==> src/rtl/uart_pkg.sv <==
// Shared UART constants used by uart_rx and the receive-side buffer.
package uart_pkg;

   localparam int unsigned UART_DATA_BITS     = 8;
   localparam int unsigned UART_RX_FIFO_DEPTH = 16;

endpackage

==> src/rtl/sync_fifo.sv <==
// Single-clock first-word-fall-through FIFO with extra-MSB pointers and fill level.
module sync_fifo #(
   parameter int unsigned WIDTH = 8,
   parameter int unsigned DEPTH = 16,
   localparam int unsigned AW   = $clog2(DEPTH)
) (
   input  logic             clk,
   input  logic             rst,
   input  logic             push,
   input  logic [WIDTH-1:0] wr_data,
   input  logic             pop,
   output logic [WIDTH-1:0] rd_data,
   output logic             full,
   output logic             empty,
   output logic [AW:0]      level
);

   logic [WIDTH-1:0] mem [DEPTH];
   logic [AW:0]      wr_ptr;
   logic [AW:0]      rd_ptr;
   logic             do_push;
   logic             do_pop;

   assign empty = (wr_ptr == rd_ptr);
   assign full  = (wr_ptr[AW-1:0] == rd_ptr[AW-1:0]) && (wr_ptr[AW] != rd_ptr[AW]);

   // a pop frees the slot the simultaneous push lands in, so full is no obstacle then
   assign do_pop  = pop & ~empty;
   assign do_push = push & (~full | do_pop);

   always_ff @(posedge clk) begin
      if (rst) begin
         wr_ptr <= '0;
         rd_ptr <= '0;
      end else begin
         if (do_push) begin
            wr_ptr <= wr_ptr + (AW+1)'(1);
         end
         if (do_pop) begin
            rd_ptr <= rd_ptr + (AW+1)'(1);
         end
      end
   end

   always_ff @(posedge clk) begin
      if (do_push && !rst) begin
         mem[wr_ptr[AW-1:0]] <= wr_data;
      end
   end

   assign rd_data = mem[rd_ptr[AW-1:0]];
   assign level   = wr_ptr - rd_ptr;

endmodule

==> src/rtl/uart_rx_buffer.sv <==
// Receive byte buffer: synchronizes the uart_rx frame-complete level, captures one
// byte per high period into a FIFO and streams it out with level and sticky overrun.
module uart_rx_buffer
   import uart_pkg::*;
#(
   parameter int unsigned DATA_BITS = UART_DATA_BITS,
   parameter int unsigned DEPTH     = UART_RX_FIFO_DEPTH,
   localparam int unsigned AW       = $clog2(DEPTH)
) (
   input  logic                 sysclk_in,
   input  logic                 rst_in,
   input  logic                 data_rdy_in,
   input  logic [DATA_BITS-1:0] rx_data_in,
   output logic [DATA_BITS-1:0] m_data_out,
   output logic                 m_valid_out,
   input  logic                 m_ready_in,
   output logic [AW:0]          level_out,
   output logic                 overrun_out,
   input  logic                 clear_ovr_in
);

   logic s1, s2, s3;
   logic prime1, prime2;
   logic armed;
   logic push;
   logic pop;
   logic fifo_full;
   logic fifo_empty;
   logic ovr_set;

   always_ff @(posedge sysclk_in) begin
      if (rst_in) begin
         s1 <= 1'b0;
         s2 <= 1'b0;
         s3 <= 1'b0;
      end else begin
         s1 <= data_rdy_in;
         s2 <= s1;
         s3 <= s2;
      end
   end

   // s2 only holds a real sample two edges after reset; arm on a genuine low
   always_ff @(posedge sysclk_in) begin
      if (rst_in) begin
         prime1 <= 1'b0;
         prime2 <= 1'b0;
         armed  <= 1'b0;
      end else begin
         prime1 <= 1'b1;
         prime2 <= prime1;
         if (prime2 && !s2) begin
            armed <= 1'b1;
         end
      end
   end

   assign push    = s2 & ~s3 & armed;
   assign pop     = m_valid_out & m_ready_in;
   assign ovr_set = push & fifo_full & ~pop;

   always_ff @(posedge sysclk_in) begin
      if (rst_in) begin
         overrun_out <= 1'b0;
      end else if (ovr_set) begin
         overrun_out <= 1'b1;
      end else if (clear_ovr_in) begin
         overrun_out <= 1'b0;
      end
   end

   sync_fifo #(
      .WIDTH (DATA_BITS),
      .DEPTH (DEPTH)
   ) u_fifo (
      .clk     (sysclk_in),
      .rst     (rst_in),
      .push    (push),
      .wr_data (rx_data_in),
      .pop     (pop),
      .rd_data (m_data_out),
      .full    (fifo_full),
      .empty   (fifo_empty),
      .level   (level_out)
   );

   assign m_valid_out = ~fifo_empty;

endmodule

==> config.mk <==
export PLATFORM = sky130hd
export DESIGN_NAME = uart_rx_buffer
export DESIGN_NICKNAME = d
export VERILOG_FILES = /design/src/rtl/uart_pkg.sv /design/src/rtl/sync_fifo.sv /design/src/rtl/uart_rx_buffer.sv
export SDC_FILE = /design/constraint.sdc
export NUM_CORES = 1
export LEC_CHECK = 0
export ABC_AREA = 1
export BUFFER_PORTS_ARGS = -buffer_cell sky130_fd_sc_hd__buf_2
export CAP_MARGIN = 25
export CORE_ASPECT_RATIO = 1.4
export CORE_UTILIZATION = 60
export DETAILED_ROUTE_END_ITERATION = 16
export PLACE_DENSITY_LB_ADDON = 0.1
export SLEW_MARGIN = 10
export SYNTH_ARGS = -nofsm -noshare
export SYNTH_HDL_FRONTEND = slang
export SYNTH_HIERARCHICAL = 1
export SYNTH_SLANG_ARGS = --single-unit
export TNS_END_PERCENT = 100
==> constraint.sdc <==
create_clock -name sysclk_in -period 5 [get_ports sysclk_in]
set_input_delay 1 -clock sysclk_in [delete_from_list [all_inputs] [get_ports sysclk_in]]
set_output_delay 1 -clock sysclk_in [all_outputs]
set_load 0.01 [all_outputs]
==> results of run 1 <==
metrics by stage:
stage	instance area, um^2	setup WS (ns)	power, mW
after detailed placement	6660	1.94	1.42
after CTS	7260	1.67	2.65
after global placement	6660	2.01	1.42
after floorplan	6490	2.46	1.39
final	7260	1.67	2.63
after global routing	7260	1.54	2.71
placed cells by master, fill, tap and decap left out, types with 5 or more instances in the layout:
cell type	instances
nor2_2	10
nand3_1	65
a21oi_1	9
ha_1	9
o211ai_1	9
dfxtp_1	20
clkbuf_16	21
edfxtp_1	128
nand2_1	174
inv_1	50
buf_2	27
nor2_1	72
inv_2	5
o21ai_0	25
layout make-up:
type	instances	area share [%]
well taps	138	2.38
flip-flops and latches	149	58.7
inverters	56	2.93
clock inverters	9	0.810
multi-input cells	396	25.7
repair buffers	28	1.96
clock buffers	23	7.48
state kept, by name (all words and copies together) (netlist names), named ones only:
name / cells
armed: 1
prime2: 1
s2: 1
s1: 1
s3: 1
prime1: 1
u_fifo/wr_ptr: 5
u_fifo/mem: 128
overrun_out: 1
u_fifo/rd_ptr: 5
power by group through the flow:
stage | combinational (mW) | sequential (mW) | clock (mW)
after floorplan | 0.0141 | 1.38 | 0
after global placement | 0.0411 | 1.38 | 0
after CTS | 0.0424 | 1.35 | 1.25
after detailed placement | 0.0422 | 1.38 | 0
final | 0.0416 | 1.35 | 1.24
after global routing | 0.0461 | 1.35 | 1.31
layer usage:
| metal | up-vias | global-route usage [%] |
|---|---|---|
| li1 | 2129 | - |
| met1 | 2118 | 33.9 |
| met2 | 171 | 44.3 |
| met3 | 34 | 5.41 |
| met4 | 0 | 12.6 |
| met5 | - | 0 |
final timing paths:
kind | from | end | slack [ns] | depth (start not counted)
max | flop | m_data_out[6] | 1.67 | 7
min | prime1 | prime2 | 0.40 | 2
max reg2reg | u_fifo/wr_ptr[2] | u_fifo/mem[1][5] | 1.86 | 14
min reg2reg | prime1 | prime2 | 0.40 | 2
kinds of logic (layout without fill, tap and decap cells):
kind of cell | Yosys count | after routing | share of synthesized area (%)
compound gates | 44 | 44 | 3.78
xor+xnor | 5 | 5 | 0.675
fa+ha+maj | 10 | 10 | 2.04
buf+inv | 83 | 116 | 5.51
flops | 149 | 149 | 65.7
simple gates | 337 | 337 | 22.3
tightest hold or removal path: stages (launching register included):
cell	delay, ns
dfxtp_1	0.29
inv_1	0.04
nor2_1	0.03
==> results_dict.tcl, run 1 <==
set metrics [dict create \
    wl_met2_um 7090 \
    cts_max_level 4 \
    status "complete, no violations" \
    postRouteAntennaNets 0 \
    drt-met1-wl_um 5790 \
    n_fill_cell 789 \
    setup_viol 0 \
    fin_setup_tns_ns 0 \
    ir_worst_vdd_mv 0.217 \
    cp.arrival_ns 2.33 \
    ys_seq_area_share_pct 65.7 \
    leakagePower_nw 2.85 \
    wl_per_cell_um 17.6 \
    p_sw_share_pct 19.3 \
    seq_area_um2 4270 \
    grt_max_degree 74 \
    dieArea_um2 11200 \
    slowest_delay_ns 0.75 \
    cts_buffer_depth 2 \
    ios 28 \
    async_reset_ff_share_pct 0 \
    die_h_um 125 \
    core.rowCount 44 \
    synth_edf_count 128 \
    highest_layer "met4" \
    finish.utilization_pct 69.4 \
    hold_path_class "flop to flop" \
    layout.cells.non_filler 799 \
    cpMostUsedCell "nand3_1" \
    rsz0062_at_grt "false" \
    synth_top_area_share_pct 59.2 \
    clock_power_share_pct 47.1 \
    path_delay_family "buffers and inverters" \
    syn_nets 651 \
    layout.nets 671 \
    core_um2 10500 \
    worstSetupPathType "flop to output pin" \
    die_x_um 89.9 \
    power.density_nw_per_um2 363 \
    antenna_found_initial 0 \
    ys_warn_count 6 \
    crit_path_end_kind "output pin" \
    grt_pass1_vias 4163 \
    final_layout_size_suffix_gt1_share_pct 13.0 \
    ys_types 30 \
    cts_buffers 17 \
    cts_setup_buffers 0 \
    synth_common_cells "nand2_1, edfxtp_1, nor2_1" \
    first_iter_violations 491 \
    combPwrFrac_pct 1.6 \
    relSlewSlack_pct 31.7 \
    insertion_delay_ns 0.41 \
    yosys.area.top_type "edfxtp_1" \
    dr_total_vias 4452 \
    p_sw_mw 0.508 \
    areaGrowthSynthToFinish_pct 11.9 \
    crit_path_top_delay_cell "inv_2" \
    clkSinkCount 149 \
    syn_avg_cell_area_um2 10.3 \
    maxSlewViolCount 0 \
    place_hpwl_um 8730 \
    intPower_mw 2.13 \
    finalClockSkew_ns 0.00407 \
    synth-main-ff-cell "edfxtp_1" \
    multi_input_area_um2 1870 \
    period_share_pct 66.5 \
    start_kind "flop" \
    crit_required_ns 4.00 \
    syn_inst 628 \
    ys_ff_latch 149 \
    period_needed_ns 3.33 \
    critPathBufInv 2 \
    p_seq_share_pct 51.4 \
    drt-total-wl_um 14100 \
    grt_pass1_wl_um 22200 \
    drv_cap 0 \
    cp_cell_sequence "inv_2, nor2_1, o21ai_0, nand3_1, nand3_1, nand2_1, buf_2" \
    grtUsageTotal_pct 26.7 \
    final-hold-violation-count 0 \
    antenna_cells 0 \
    cts_tree "done" \
    post_cts_resize_count 0 \
    yosysMostFrequentCell "nand2_1" \
    max_freq_mhz 301 \
    dp.cells 767 \
    gp_congestion 0.846 \
    yosys-top-cells-area "edfxtp_1, nand2_1, dfxtp_1, nand3_1, nor2_1" \
    clk_pin_slew_ns 0.06 \
    crit_fanout 55 \
    first_pass_iters 5 \
    worst_slew_pin_slew_ns 1.02 \
    wl_met3_um 773 \
    whs_ns 0.403 \
    syn-cell-area_um2 6490 \
    drc_errors 0 \
    port_buffers 27 \
    postCtsHoldBufs 0 \
    cts_root_buffer "clkbuf_16" \
    start_util_pct 62.0 \
    viasPerCell 5.57 \
    grt_overflow_total 0 \
]
Power figures use the tool's default switching activity.
==> run 2, diff against run 1 <==
--- a/config.mk
+++ b/config.mk
@@ -9,7 +9,7 @@
 export BUFFER_PORTS_ARGS = -buffer_cell sky130_fd_sc_hd__buf_2
 export CAP_MARGIN = 25
 export CORE_ASPECT_RATIO = 1.4
-export CORE_UTILIZATION = 60
+export CORE_UTILIZATION = 55
 export DETAILED_ROUTE_END_ITERATION = 16
 export PLACE_DENSITY_LB_ADDON = 0.1
 export SLEW_MARGIN = 10
==> constraint.sdc (replaced) <==
create_clock -name sysclk_in -period 2.8 [get_ports sysclk_in]
set_input_delay 0.56 -clock sysclk_in [delete_from_list [all_inputs] [get_ports sysclk_in]]
set_output_delay 0.56 -clock sysclk_in [all_outputs]
set_load 0.01 [all_outputs]
==> results_dict.tcl, run 2 (synthesis gave the netlist of run 1 again) <==
set metrics [dict create \
    status "complete, no violations" \
    finalClockSkew_ns 0.0110 \
    place_hpwl_um 9900 \
    dr_total_vias 4511 \
    setup_viol 0 \
    grtUsageTotal_pct 26.8 \
    crit_path_end_kind "flop" \
    seq_area_um2 4270 \
    power.density_nw_per_um2 643 \
    final-hold-violation-count 0 \
    dp_slack_ns 0.123 \
    core_um2 11400 \
    dieArea_um2 12200 \
    grt_pass1_wl_um 23300 \
    hold_path_class "primary input to flop" \
    areaGrowthSynthToFinish_pct 14.5 \
    fin_ws_ns 0.0915 \
    cts_setup_buffers 0 \
    start_kind "flop" \
    die_h_um 131 \
    rsz0062_at_grt "true" \
    postLayoutCellArea_um2 7430 \
    dp.cells 790 \
    slowest_delay_ns 0.45 \
    postCtsHoldBufs 0 \
    cts_root_buffer "clkbuf_16" \
    finish.utilization_pct 65.2 \
    cts_tree "done" \
    maxSlewViolCount 0 \
    insertion_delay_ns 0.43 \
    port_buffers 27 \
    core.rowCount 46 \
    clock_power_share_pct 47.7 \
    period_needed_ns 2.71 \
    cts_buffers 17 \
    post_cts_resize_count 0 \
    ios 28 \
    dpl_cell_area_um2 6820 \
    worst_slew_pin_slew_ns 0.494 \
    clk_pin_slew_ns 0.07 \
    antenna_cells 0 \
    largest_reg_flops 128 \
    clkSinkCount 149 \
    cp.arrival_ns 2.78 \
    relSlewSlack_pct 67.1 \
    crit_fanout 16 \
    combPwrFrac_pct 1.8 \
    first_pass_iters 5 \
    crit_required_ns 2.88 \
    period_share_pct 96.7 \
    intPower_mw 3.75 \
    cp_cell_sequence "inv_1, ha_1, nand2_1, nor2_4, nand2_1, inv_1, inv_2, nand2_2, inv_1, inv_1, nand3_4, nand2_4, inv_4, nand2_4, nor2_2" \
    grt_overflow_total 0 \
    wl_per_cell_um 18.2 \
    leakagePower_nw 2.94 \
    start_util_pct 56.9 \
    viasPerCell 5.49 \
    gp_congestion 0.936 \
    whs_ns 0.334 \
    p_sw_mw 1.03 \
    cts_buffer_depth 2 \
    crit_path_top_delay_cell "dfxtp_1" \
    multi_input_area_um2 1870 \
    first_iter_violations 488 \
    layout.nets 688 \
    grt_pass1_vias 4402 \
    drv_cap 0 \
    layout.cells.non_filler 822 \
    n_fill_cell 880 \
    ir_worst_vdd_mv 0.478 \
    grt_max_degree 74 \
    p_sw_share_pct 21.6 \
    final_common_cell "nand2_1" \
    cts_max_level 4 \
    postRouteAntennaNets 0 \
    p_seq_share_pct 50.5 \
    antenna_found_initial 0 \
    worstSetupPathType "flop to flop" \
    drc_errors 0 \
    regToRegSetupSlack_ns 0.09 \
    max_freq_mhz 369 \
    final_cell_mix "nand2_1, edfxtp_1, nor2_1" \
    cpMostUsedCell "inv_1" \
    die_x_um 93.8 \
    final_layout_size_suffix_gt1_share_pct 15.3 \
    drt-total-wl_um 14900 \
]
[run 2: changes by cell type in the layout (fill, tap and decap cells not counted), sizes merged]
cell / delta
clkinvlp: +1
buf: +17
clkbuf: -5
bufinv: +1
inv: +7
clkinv: -4
[run 2: power by group through the flow]
stage               sequential [mW]  clock [mW]  combinational [mW]
floorplan                      2.46           0              0.0252
global placement               2.46           0              0.0878
detailed placement             2.46           0              0.0883
CTS                            2.41        2.31              0.0885
global route                   2.41        2.39              0.0945
finish                         2.41        2.28              0.0859
[run 2: metal layers]
metal	global-route usage [%]	vias to the layer above	share of wire [%]	wire length (um)
li1	-	2162	-	-
met4	11.0	0	2.3	351
met1	30.9	2147	40	5920
met5	0	-	0	0
met2	48.5	171	53	7920
met3	5.21	31	5.1	758
[run 2: layout make-up]
cell class | instances | share of cell area [%]
multi-input combinational | 396 | 25.2
clock buffer | 18 | 6.06
clock inverter | 14 | 2.05
timing repair buffer | 45 | 3.97
inverter | 56 | 2.86
tap | 144 | 2.43
sequential | 149 | 57.4
[run 2: per-stage QoR]
stage                     total power [mW]  setup TNS [ns]
after CTS                             4.81               0
after detailed placement              2.55               0
after floorplan                       2.49               0
final                                 4.78               0
after global placement                2.55               0
after global routing                  4.90           -4.15
[run 2: final timing paths]
| path | depth (start not counted) | start | endpoint |
|---|---|---|---|
| max | 15 | u_fifo/rd_ptr[1] | u_fifo/mem[3][4] |
| min | 3 | data_rdy_in | s1 |
| max reg2reg | 15 | u_fifo/rd_ptr[1] | u_fifo/mem[3][4] |
| min reg2reg | 2 | prime1 | prime2 |
[run 2: worst max-delay path, delay by kind of cell, from the launching register on]
kind                     cells  cell delay, ns
buffers and inverters        6            0.45
flip-flops                   1            0.45
adder cells (fa/ha/maj)      1            0.30
AND/OR/NAND/NOR              8            1.16
